### config.mk
export PLATFORM = sky130hd
export DESIGN_NAME = tick_timer_bank_flat
export DESIGN_NICKNAME = d
export VERILOG_FILES = /design/src/rtl/tick_timer_bank_if.sv /design/src/rtl/tick_timer_bank.sv /design/src/flat_wrapper.sv
export SDC_FILE = /design/constraint.sdc
export NUM_CORES = 1
export LEC_CHECK = 0
export ABC_AREA = 1
export ABC_CLOCK_PERIOD_IN_PS = 6450
export BUFFER_PORTS_ARGS = -buffer_cell sky130_fd_sc_hd__buf_2
export CAP_MARGIN = 20
export CORE_UTILIZATION = 42
export CTS_BUF_LIST = sky130_fd_sc_hd__clkbuf_16
export CTS_CLUSTER_DIAMETER = 50
export CTS_CLUSTER_SIZE = 8
export DETAILED_ROUTE_END_ITERATION = 16
export GPL_TIMING_DRIVEN = 0
export PLACE_DENSITY = 0.6
export REMOVE_ABC_BUFFERS = 1
export SYNTH_ARGS = -nofsm -noshare
export SYNTH_HDL_FRONTEND = slang
export SYNTH_SLANG_ARGS = --single-unit
### constraint.sdc
create_clock -name clk -period 6.45 [get_ports clk]
set_input_delay 1.29 -clock clk [delete_from_list [all_inputs] [get_ports clk]]
set_output_delay 1.29 -clock clk [all_outputs]
set_load 0.02 [all_outputs]
### src/rtl/tick_timer_bank_if.sv
// Control and status bundle between the game FSM and the ms timer bank.
// The game FSM drives the strobes and loads; the timer bank returns the status.
interface tick_timer_bank_if #(
  parameter int NCH = 4,
  parameter int CW  = 16
);
  logic              sync;
  logic              pause;
  logic [NCH-1:0]    start;
  logic [NCH-1:0]    stop;
  logic [NCH-1:0]    mode;
  logic [NCH*CW-1:0] load_val;
  logic [NCH-1:0]    expire;
  logic [NCH-1:0]    running;
  logic [NCH*CW-1:0] remain;

  modport master (
    output sync, pause, start, stop, mode, load_val,
    input  expire, running, remain
  );

  modport slave (
    input  sync, pause, start, stop, mode, load_val,
    output expire, running, remain
  );
endinterface

### src/rtl/tick_timer_bank.sv
// Bank of NCH runtime-loadable millisecond countdown timers sharing one prescaler.
// Each channel is one-shot or periodic and pulses expire for one cycle when it runs out.
module tick_timer_bank #(
  parameter int MSEC_TICK = 25_000,
  parameter int NCH       = 4,
  parameter int CW        = 16
) (
  input logic              clk,
  input logic              reset,
  tick_timer_bank_if.slave bus
);

  localparam int            PW    = $clog2(MSEC_TICK);
  localparam logic [PW-1:0] PLAST = PW'(MSEC_TICK - 1);

  typedef enum logic {
    IDLE = 1'b0,
    RUN  = 1'b1
  } chan_state_e;

  logic [PW-1:0]  pcnt_q, pcnt_d;
  logic           ms_tick;

  chan_state_e    state_q  [NCH];
  chan_state_e    state_d  [NCH];
  logic [CW-1:0]  remain_q [NCH];
  logic [CW-1:0]  remain_d [NCH];
  logic [CW-1:0]  period_q [NCH];
  logic [CW-1:0]  period_d [NCH];
  logic [NCH-1:0] pmode_q, pmode_d;
  logic [NCH-1:0] expire_q, expire_d;

  // sync realigns the ms grid even while paused
  always_comb begin
    pcnt_d  = pcnt_q;
    ms_tick = (pcnt_q == PLAST) && !bus.pause;
    if (bus.sync) begin
      pcnt_d = '0;
    end else if (!bus.pause) begin
      pcnt_d = (pcnt_q == PLAST) ? '0 : pcnt_q + PW'(1);
    end
  end

  always_ff @(posedge clk or posedge reset) begin
    if (reset) begin
      pcnt_q <= '0;
    end else begin
      pcnt_q <= pcnt_d;
    end
  end

  always_comb begin
    pmode_d  = pmode_q;
    expire_d = '0;
    for (int i = 0; i < NCH; i++) begin
      state_d[i]  = state_q[i];
      remain_d[i] = remain_q[i];
      period_d[i] = period_q[i];
      if (bus.start[i]) begin
        // a zero load expires at once instead of running for zero ms
        if (bus.load_val[i*CW +: CW] != '0) begin
          remain_d[i] = bus.load_val[i*CW +: CW];
          period_d[i] = bus.load_val[i*CW +: CW];
          pmode_d[i]  = bus.mode[i];
          state_d[i]  = RUN;
        end else begin
          remain_d[i] = '0;
          state_d[i]  = IDLE;
          expire_d[i] = 1'b1;
        end
      end else if (bus.stop[i]) begin
        state_d[i] = IDLE;
      end else if (state_q[i] == RUN && ms_tick) begin
        if (remain_q[i] > CW'(1)) begin
          remain_d[i] = remain_q[i] - CW'(1);
        end else begin
          expire_d[i] = 1'b1;
          if (pmode_q[i]) begin
            remain_d[i] = period_q[i];
          end else begin
            remain_d[i] = '0;
            state_d[i]  = IDLE;
          end
        end
      end
    end
  end

  always_ff @(posedge clk or posedge reset) begin
    if (reset) begin
      pmode_q  <= '0;
      expire_q <= '0;
      for (int i = 0; i < NCH; i++) begin
        state_q[i]  <= IDLE;
        remain_q[i] <= '0;
        period_q[i] <= '0;
      end
    end else begin
      pmode_q  <= pmode_d;
      expire_q <= expire_d;
      for (int i = 0; i < NCH; i++) begin
        state_q[i]  <= state_d[i];
        remain_q[i] <= remain_d[i];
        period_q[i] <= period_d[i];
      end
    end
  end

  always_comb begin
    bus.expire  = expire_q;
    bus.running = '0;
    bus.remain  = '0;
    for (int i = 0; i < NCH; i++) begin
      bus.running[i]           = (state_q[i] == RUN);
      bus.remain[i*CW +: CW]   = remain_q[i];
    end
  end

endmodule

### src/flat_wrapper.sv
// flat-port wrapper written by rule: the top's interface ports become plain ports
module tick_timer_bank_flat 
#(
  parameter int MSEC_TICK = 25_000,
  parameter int NCH       = 4,
  parameter int CW        = 16
)
  (clk, reset, bus_sync, bus_pause, bus_start, bus_stop, bus_mode, bus_load_val, bus_expire, bus_running, bus_remain);
  tick_timer_bank_if #(.NCH(NCH), .CW(CW)) bus_i ();
  input logic clk;
  input logic reset;
  input wire logic [$bits(bus_i.sync)-1:0] bus_sync;
  input wire logic [$bits(bus_i.pause)-1:0] bus_pause;
  input wire logic [$bits(bus_i.start)-1:0] bus_start;
  input wire logic [$bits(bus_i.stop)-1:0] bus_stop;
  input wire logic [$bits(bus_i.mode)-1:0] bus_mode;
  input wire logic [$bits(bus_i.load_val)-1:0] bus_load_val;
  output wire logic [$bits(bus_i.expire)-1:0] bus_expire;
  output wire logic [$bits(bus_i.running)-1:0] bus_running;
  output wire logic [$bits(bus_i.remain)-1:0] bus_remain;
  assign bus_i.sync = bus_sync;
  assign bus_i.pause = bus_pause;
  assign bus_i.start = bus_start;
  assign bus_i.stop = bus_stop;
  assign bus_i.mode = bus_mode;
  assign bus_i.load_val = bus_load_val;
  assign bus_expire = bus_i.expire;
  assign bus_running = bus_i.running;
  assign bus_remain = bus_i.remain;
  tick_timer_bank #(.MSEC_TICK(MSEC_TICK), .NCH(NCH), .CW(CW)) u_core (.clk(clk), .reset(reset), .bus(bus_i));
endmodule
==> results of run 1 <==
where the power goes:
group          internal [mW]  switching [mW]
Sequential              1.07           0.120
Clock                  0.602           0.409
Combinational          0.231           0.460
worst max-delay path by stage:
stage / start / endpoint / slack [ns] / cells after the start
after detailed placement: bus_start[3] / u_core.bus.remain[48] / 2.92 / 8
after global placement: reset / u_core.bus.remain[57] / -1.10 / 2
final: bus_start[3] / u_core.bus.remain[48] / 3.37 / 8
after global routing: bus_start[3] / u_core.bus.remain[51] / 3.13 / 8
after CTS: bus_start[3] / u_core.bus.remain[48] / 3.39 / 8
after floorplan: reset / u_core.bus.expire[0] / 0.98 / 1
synthesized netlist by cell type (all sizes together):
cell	number	area, um2
a21o	2	15.0
nor4	4	25.0
nor3b	3	32.5
nand2	559	2140
and3	2	12.5
inv	141	532
nand3	167	851
dfrtp	155	3880
o22ai	1	6.26
o21a	2	15.0
o211ai	2	15.0
nand3b	3	22.5
o41ai	1	8.76
nand4	27	226
and2	2	12.5
o21ai	88	444
buf	23	144
clkbuf	19	71.3
a31o	1	8.76
a21oi	21	105
xor2	12	105
a21boi	10	75.1
clkinv	1	3.75
ha	9	113
xnor2	2	17.5
nor2	199	818
nor3	8	45.0
worst max-delay path, cell delays in order:
cell	delay, ns
buf_2	0.31
clkinv_1	0.85
nand2_1	0.45
inv_1	0.16
nand2_1	0.09
nand3_1	0.07
nand2_1	0.07
nand2_1	0.06
final cells by class:
type                            count  area share (%)
Multi-Input combinational cell   1125            45.3
Sequential cell                   155            34.4
Timing Repair Buffer              153            7.18
Inverter                          142            4.81
Clock buffer                       17            3.77
Tap cell                          285            3.16
Clock inverter                     14            1.39
cells in the final DEF, fill, tap and decap left out, drive strengths merged, types with 3 or more instances in the layout:
| cell | count |
|---|---|
| a21boi | 10 |
| a21oi | 21 |
| buf | 153 |
| bufinv | 3 |
| clkbuf | 17 |
| clkinv | 7 |
| dfrtp | 155 |
| ha | 9 |
| inv | 144 |
| nand2 | 559 |
| nand3 | 167 |
| nand3b | 3 |
| nand4 | 27 |
| nor2 | 199 |
| nor3 | 8 |
| nor3b | 3 |
| nor4 | 4 |
| o21ai | 88 |
| xor2 | 12 |
state kept, by name, indices dropped and copies added (netlist names):
signal	count
u_core.pcnt_q	15
u_core.bus.running	4
u_core.bus.remain	64
u_core.period_q	64
u_core.pmode_q	4
u_core.bus.expire	4
layer usage:
metal	up-vias	global-route usage (%)	routed length (um)
met5	-	0	0
met4	0	5.47	269
met3	20	4.09	1450
met2	252	38.9	12600
met1	4479	32.9	13200
li1	4919	-	-
cells by family (layout without fill, tap and decap cells):
group | after synthesis | count (layout) | share of synthesized area [%]
buffers and inverters | 184 | 326 | 7.71
AO/OA/AOI/OAI | 128 | 128 | 7.12
flip-flops | 155 | 155 | 39.8
adder cells (fa/ha/maj) | 9 | 9 | 1.16
XOR/XNOR | 14 | 14 | 1.26
AND/OR/NAND/NOR | 974 | 974 | 42.9
metrics by stage:
| stage | worst slack [ns] | utilization [%] | area (um2) | hold WS (ns) |
|---|---|---|---|---|
| 6_report | 3.37 | 49.7 | 11300 | 0.470 |
| 4_1_cts | 3.39 | 49.7 | 11300 | 0.472 |
| 3_3_place_gp | -1.10 | 46.8 | 10600 | 0.454 |
| 5_1_grt | 3.13 | 49.7 | 11300 | 0.485 |
| 3_5_place_dp | 2.92 | 47.1 | 10700 | 0.459 |
| 2_1_floorplan | 0.982 | - | 9520 | 0.442 |
==> results.cfg, run 1 <==
[floorplan]
die_w_um = 154
ios = 152
rows = 55
fp.dieH_um = 154
core-area_mm2 = 0.0227
start_util_pct = 42.9
dieArea_mm2 = 0.0238

[cts]
clock_sinks = 155
cts.path.max_buffers = 2
clk_pin_slew_ns = 0.06
insertion_delay_ns = 0.43
htreeDepth = 4
postCtsSetupBuffers = 0
cts_made_buffers = 17
cts_tree = yes
cts_root_buf = clkbuf_16
cts_resized = 0
hold_buffers = 0

[routing]
routed_wl_mm = 27.5
wl_per_cell_um = 14.6
drc = 0
routed-via-count = 9670
vias_per_cell = 5.11
drt-initial-drc-count = 617
ant_nets = 0
drtPass1Iterations = 6

[worst_setup_path]
r2r_start = u_core.bus.remain[16]
reg2reg_slack_ns = 3.89
reg2reg_depth = 11
cp.required_ns = 6.75
r2r-end = u_core.bus.remain[16]
cp.arrival_ns = 3.38
worst_setup_path_start_kind = input port
worstSetupPathType = in -> reg
crit_path_end_kind = flip-flop
crit_fanout = 33

[min_path]
worstHoldStart = u_core.period_q[26]
whs_endpoint = u_core.period_q[26]
whs_path_depth = 2
holdCritPathClass = reg -> reg

[global_routing]
overflow = 0
antenna_found_initial = 0
grt_pass1_vias = 8968
grt_max_degree = 79
track_usage_pct = 23.8
grt_pass1_wl_mm = 45.5

[final_layout]
area_growth_pct = 15.9
fill_cells = 2348
n_antenna_cell = 0
seqCellArea_mm2 = 0.00388
instances_no_fill = 1891
multi_input_area_mm2 = 0.00511
drive_above_1_share_pct = 13.8
nets = 1683

[place]
gp_congestion = 0.922
numPortBuffers = 151
placedCellCount = 1860
hpwl_mm = 19.8

[pwr]
leakage_nw = 6.06
fin_total_pwr_mw = 2.89
vdd_drop_max_mv = 0.151
p_per_area_mw_per_mm2 = 256

[synthesis]
yosysSeqAreaShare_pct = 39.8
synth_area_mm2 = 0.00974
ys_types = 44
synth-seq-cells = 155
syn_avg_cell_area_um2 = 6.65
synth_warnings = 0
syn_inst = 1464

[timing]
rsz0062_at_grt = no
timing.final.crit_period_ns = 3.08
slew_headroom_pct = 30.0
fmax_mhz = 325
worst_slew_pin_slew_ns = 1.05
skew_ns = 0.0190
hold_violations = 0
final.setup.tns_ns = 0
fin_crit_sh_pct = 47.8
finalSetupViolCount = 0
slew_viol_final = 0

[run_status]
status = finished clean

[flow_run]
maxCapViolations = 0
Note: power is estimated with default switching activity, not from simulation.
==> inputs of run 2 (changes only) <==
ABC_CLOCK_PERIOD_IN_PS = 2700   (was 6450)
PLACE_DENSITY = 0.62   (was 0.6)
clock period = 2.7 ns   (was 6.45 ns; I/O delays follow)
==> run 2 against run 1 <==
Largest cell class unchanged. Final cell count unchanged. Critical path type is now reg -> reg. Sequential share of layout area about the same. Via count increased by 0.36%. Flip-flop and latch count unchanged. Die area unchanged. Clock skew decreased by 0.0046 ns. Clock-buffer cell count unchanged. Highest routed layer unchanged. Combinational power increased by 140%. First-iteration DRC count increased by 0.49%. Wire length decreased by 0.19%.
==> results.cfg, run 2 (synthesis results as in run 1) <==
[timing]
hold_violations = 0
slew_headroom_pct = 30.1
timing.final.crit_period_ns = 2.52
fin_hold_ws_ns = 0.180
skew_ns = 0.0143
rsz0062_at_grt = no
fmax_mhz = 397
worst_slew_pin_slew_ns = 1.05
setup_ws_ns = 0.181
slew_viol_final = 0
final.setup.tns_ns = 0
fin_crit_sh_pct = 93.3
finalSetupViolCount = 0

[global_routing]
grt_pass1_vias = 9033
track_usage_pct = 23.8
overflow = 0
grt_max_degree = 81
grt_pass1_wl_mm = 45.4
antenna_found_initial = 0

[final_layout]
n_antenna_cell = 0
instances_no_fill = 1891
fill_cells = 2365
design_area_mm2 = 0.0113
final_util_pct = 49.7
area_growth_pct = 15.9
drive_above_1_share_pct = 14.0
final_common_cell = nand2_1
nets = 1684
final_cell_mix = nand2_1 (552), nor2_1 (182), nand3_1 (164)

[floorplan]
dieArea_mm2 = 0.0238
rows = 55
core-area_mm2 = 0.0227
fp.dieH_um = 154
die_w_um = 154
ios = 152
start_util_pct = 42.9

[routing]
drt-initial-drc-count = 620
wl_per_cell_um = 14.5
vias_per_cell = 5.13
routed-via-count = 9705
ant_nets = 0
routed_wl_mm = 27.5
drtPass1Iterations = 5
drc = 0

[cts]
clock_sinks = 155
cts_made_buffers = 17
clk_pin_slew_ns = 0.07
cts_root_buf = clkbuf_16
postCtsSetupBuffers = 0
htreeDepth = 4
insertion_delay_ns = 0.44
hold_buffers = 0
cts.path.max_buffers = 2
cts_tree = yes
cts_resized = 0

[place]
pre_cts_ws_ns = -0.0867
hpwl_mm = 19.6
numPortBuffers = 151
placedCellCount = 1860
gp_congestion = 0.912
placed_cell_area_mm2 = 0.0107

[worst_setup_path]
critPathBufInv = 2
worstSetupPathType = reg -> reg
crit_path_end_kind = flip-flop
cp_cell_sequence = inv_1, ha_1, o21ai_0, nor2_1, nand2_1, inv_1, nor2_1, nand3_1, nand2_1, nand2_1, nand2_1
cp.arrival_ns = 2.89
crit_fanout = 14
crit_family = simple AND/OR/NAND/NOR gates
cpMostUsedCell = nand2_1
critPathMaxStageDelay_ns = 0.46
cp.required_ns = 3.07
critical_path.slowest_cell = dfrtp_1
worst_setup_path_start_kind = flip-flop

[pwr]
vdd_drop_max_mv = 0.302
p_per_area_mw_per_mm2 = 616
fin_total_pwr_mw = 6.95
leakage_nw = 6.06

[min_path]
holdCritPathClass = in -> async

[run_status]
status = finished clean

[flow_run]
maxCapViolations = 0
## run 2: cell types whose count changed in the layout (fill, tap and decap cells not counted)
cell,change
buf_4,+1
clkinv_4,-1
inv_6,-1
clkinv_2,+1
inv_1,-1
clkinv_1,-2
clkinvlp_4,+3
## run 2: worst paths after layout
check | startpoint | end | slack [ns] | cells past startpoint
setup / recovery | u_core.bus.remain[16] | u_core.bus.remain[30] | 0.18 | 11
hold / removal | reset | u_core.bus.expire[1] | 0.18 | 2
setup reg to reg | u_core.bus.remain[16] | u_core.bus.remain[30] | 0.18 | 11
hold reg to reg | u_core.period_q[46] | u_core.period_q[46] | 0.47 | 2
max in group asynchronous | reset | u_core.bus.remain[53] | 1.75 | 3
min in group clk | bus_mode[0] | u_core.pmode_q[0] | 0.33 | 3
## run 2: area by class of cell
class / count / area, um2 / share of cell area, %
clock inverters: 13 / 155 / 1.37
multi-input cells: 1125 / 5110 / 45.3
clock buffers: 17 / 425 / 3.77
repair buffers: 154 / 818 / 7.25
well taps: 285 / 357 / 3.16
inverters: 142 / 543 / 4.81
flip-flops and latches: 155 / 3880 / 34.4
## run 2: worst register-to-register path, stage by stage (launching register included)
cell     delay, ns
dfrtp_1       0.46
inv_1         0.11
ha_1          0.25
o21ai_0       0.17
nor2_1        0.07
nand2_1       0.37
inv_1         0.27
nor2_1        0.44
nand3_1       0.14
nand2_1       0.08
nand2_1       0.04
nand2_1       0.07
## run 2: layer usage
metal / track usage, % / wire, um / vias up
li1: - / - / 4905
met1: 32.7 / 13200 / 4517
met2: 39.0 / 12700 / 259
met3: 3.67 / 1290 / 24
met4: 6.46 / 300 / 0
met5: 0 / 0 / -
## run 2: power breakdown
part | switching [mW] | total, mW | internal, mW
Sequential | 0.290 | 2.85 | 2.56
Clock | 1.02 | 2.46 | 1.44
Combinational | 1.09 | 1.65 | 0.552
Total | 2.41 | 6.95 | 4.55
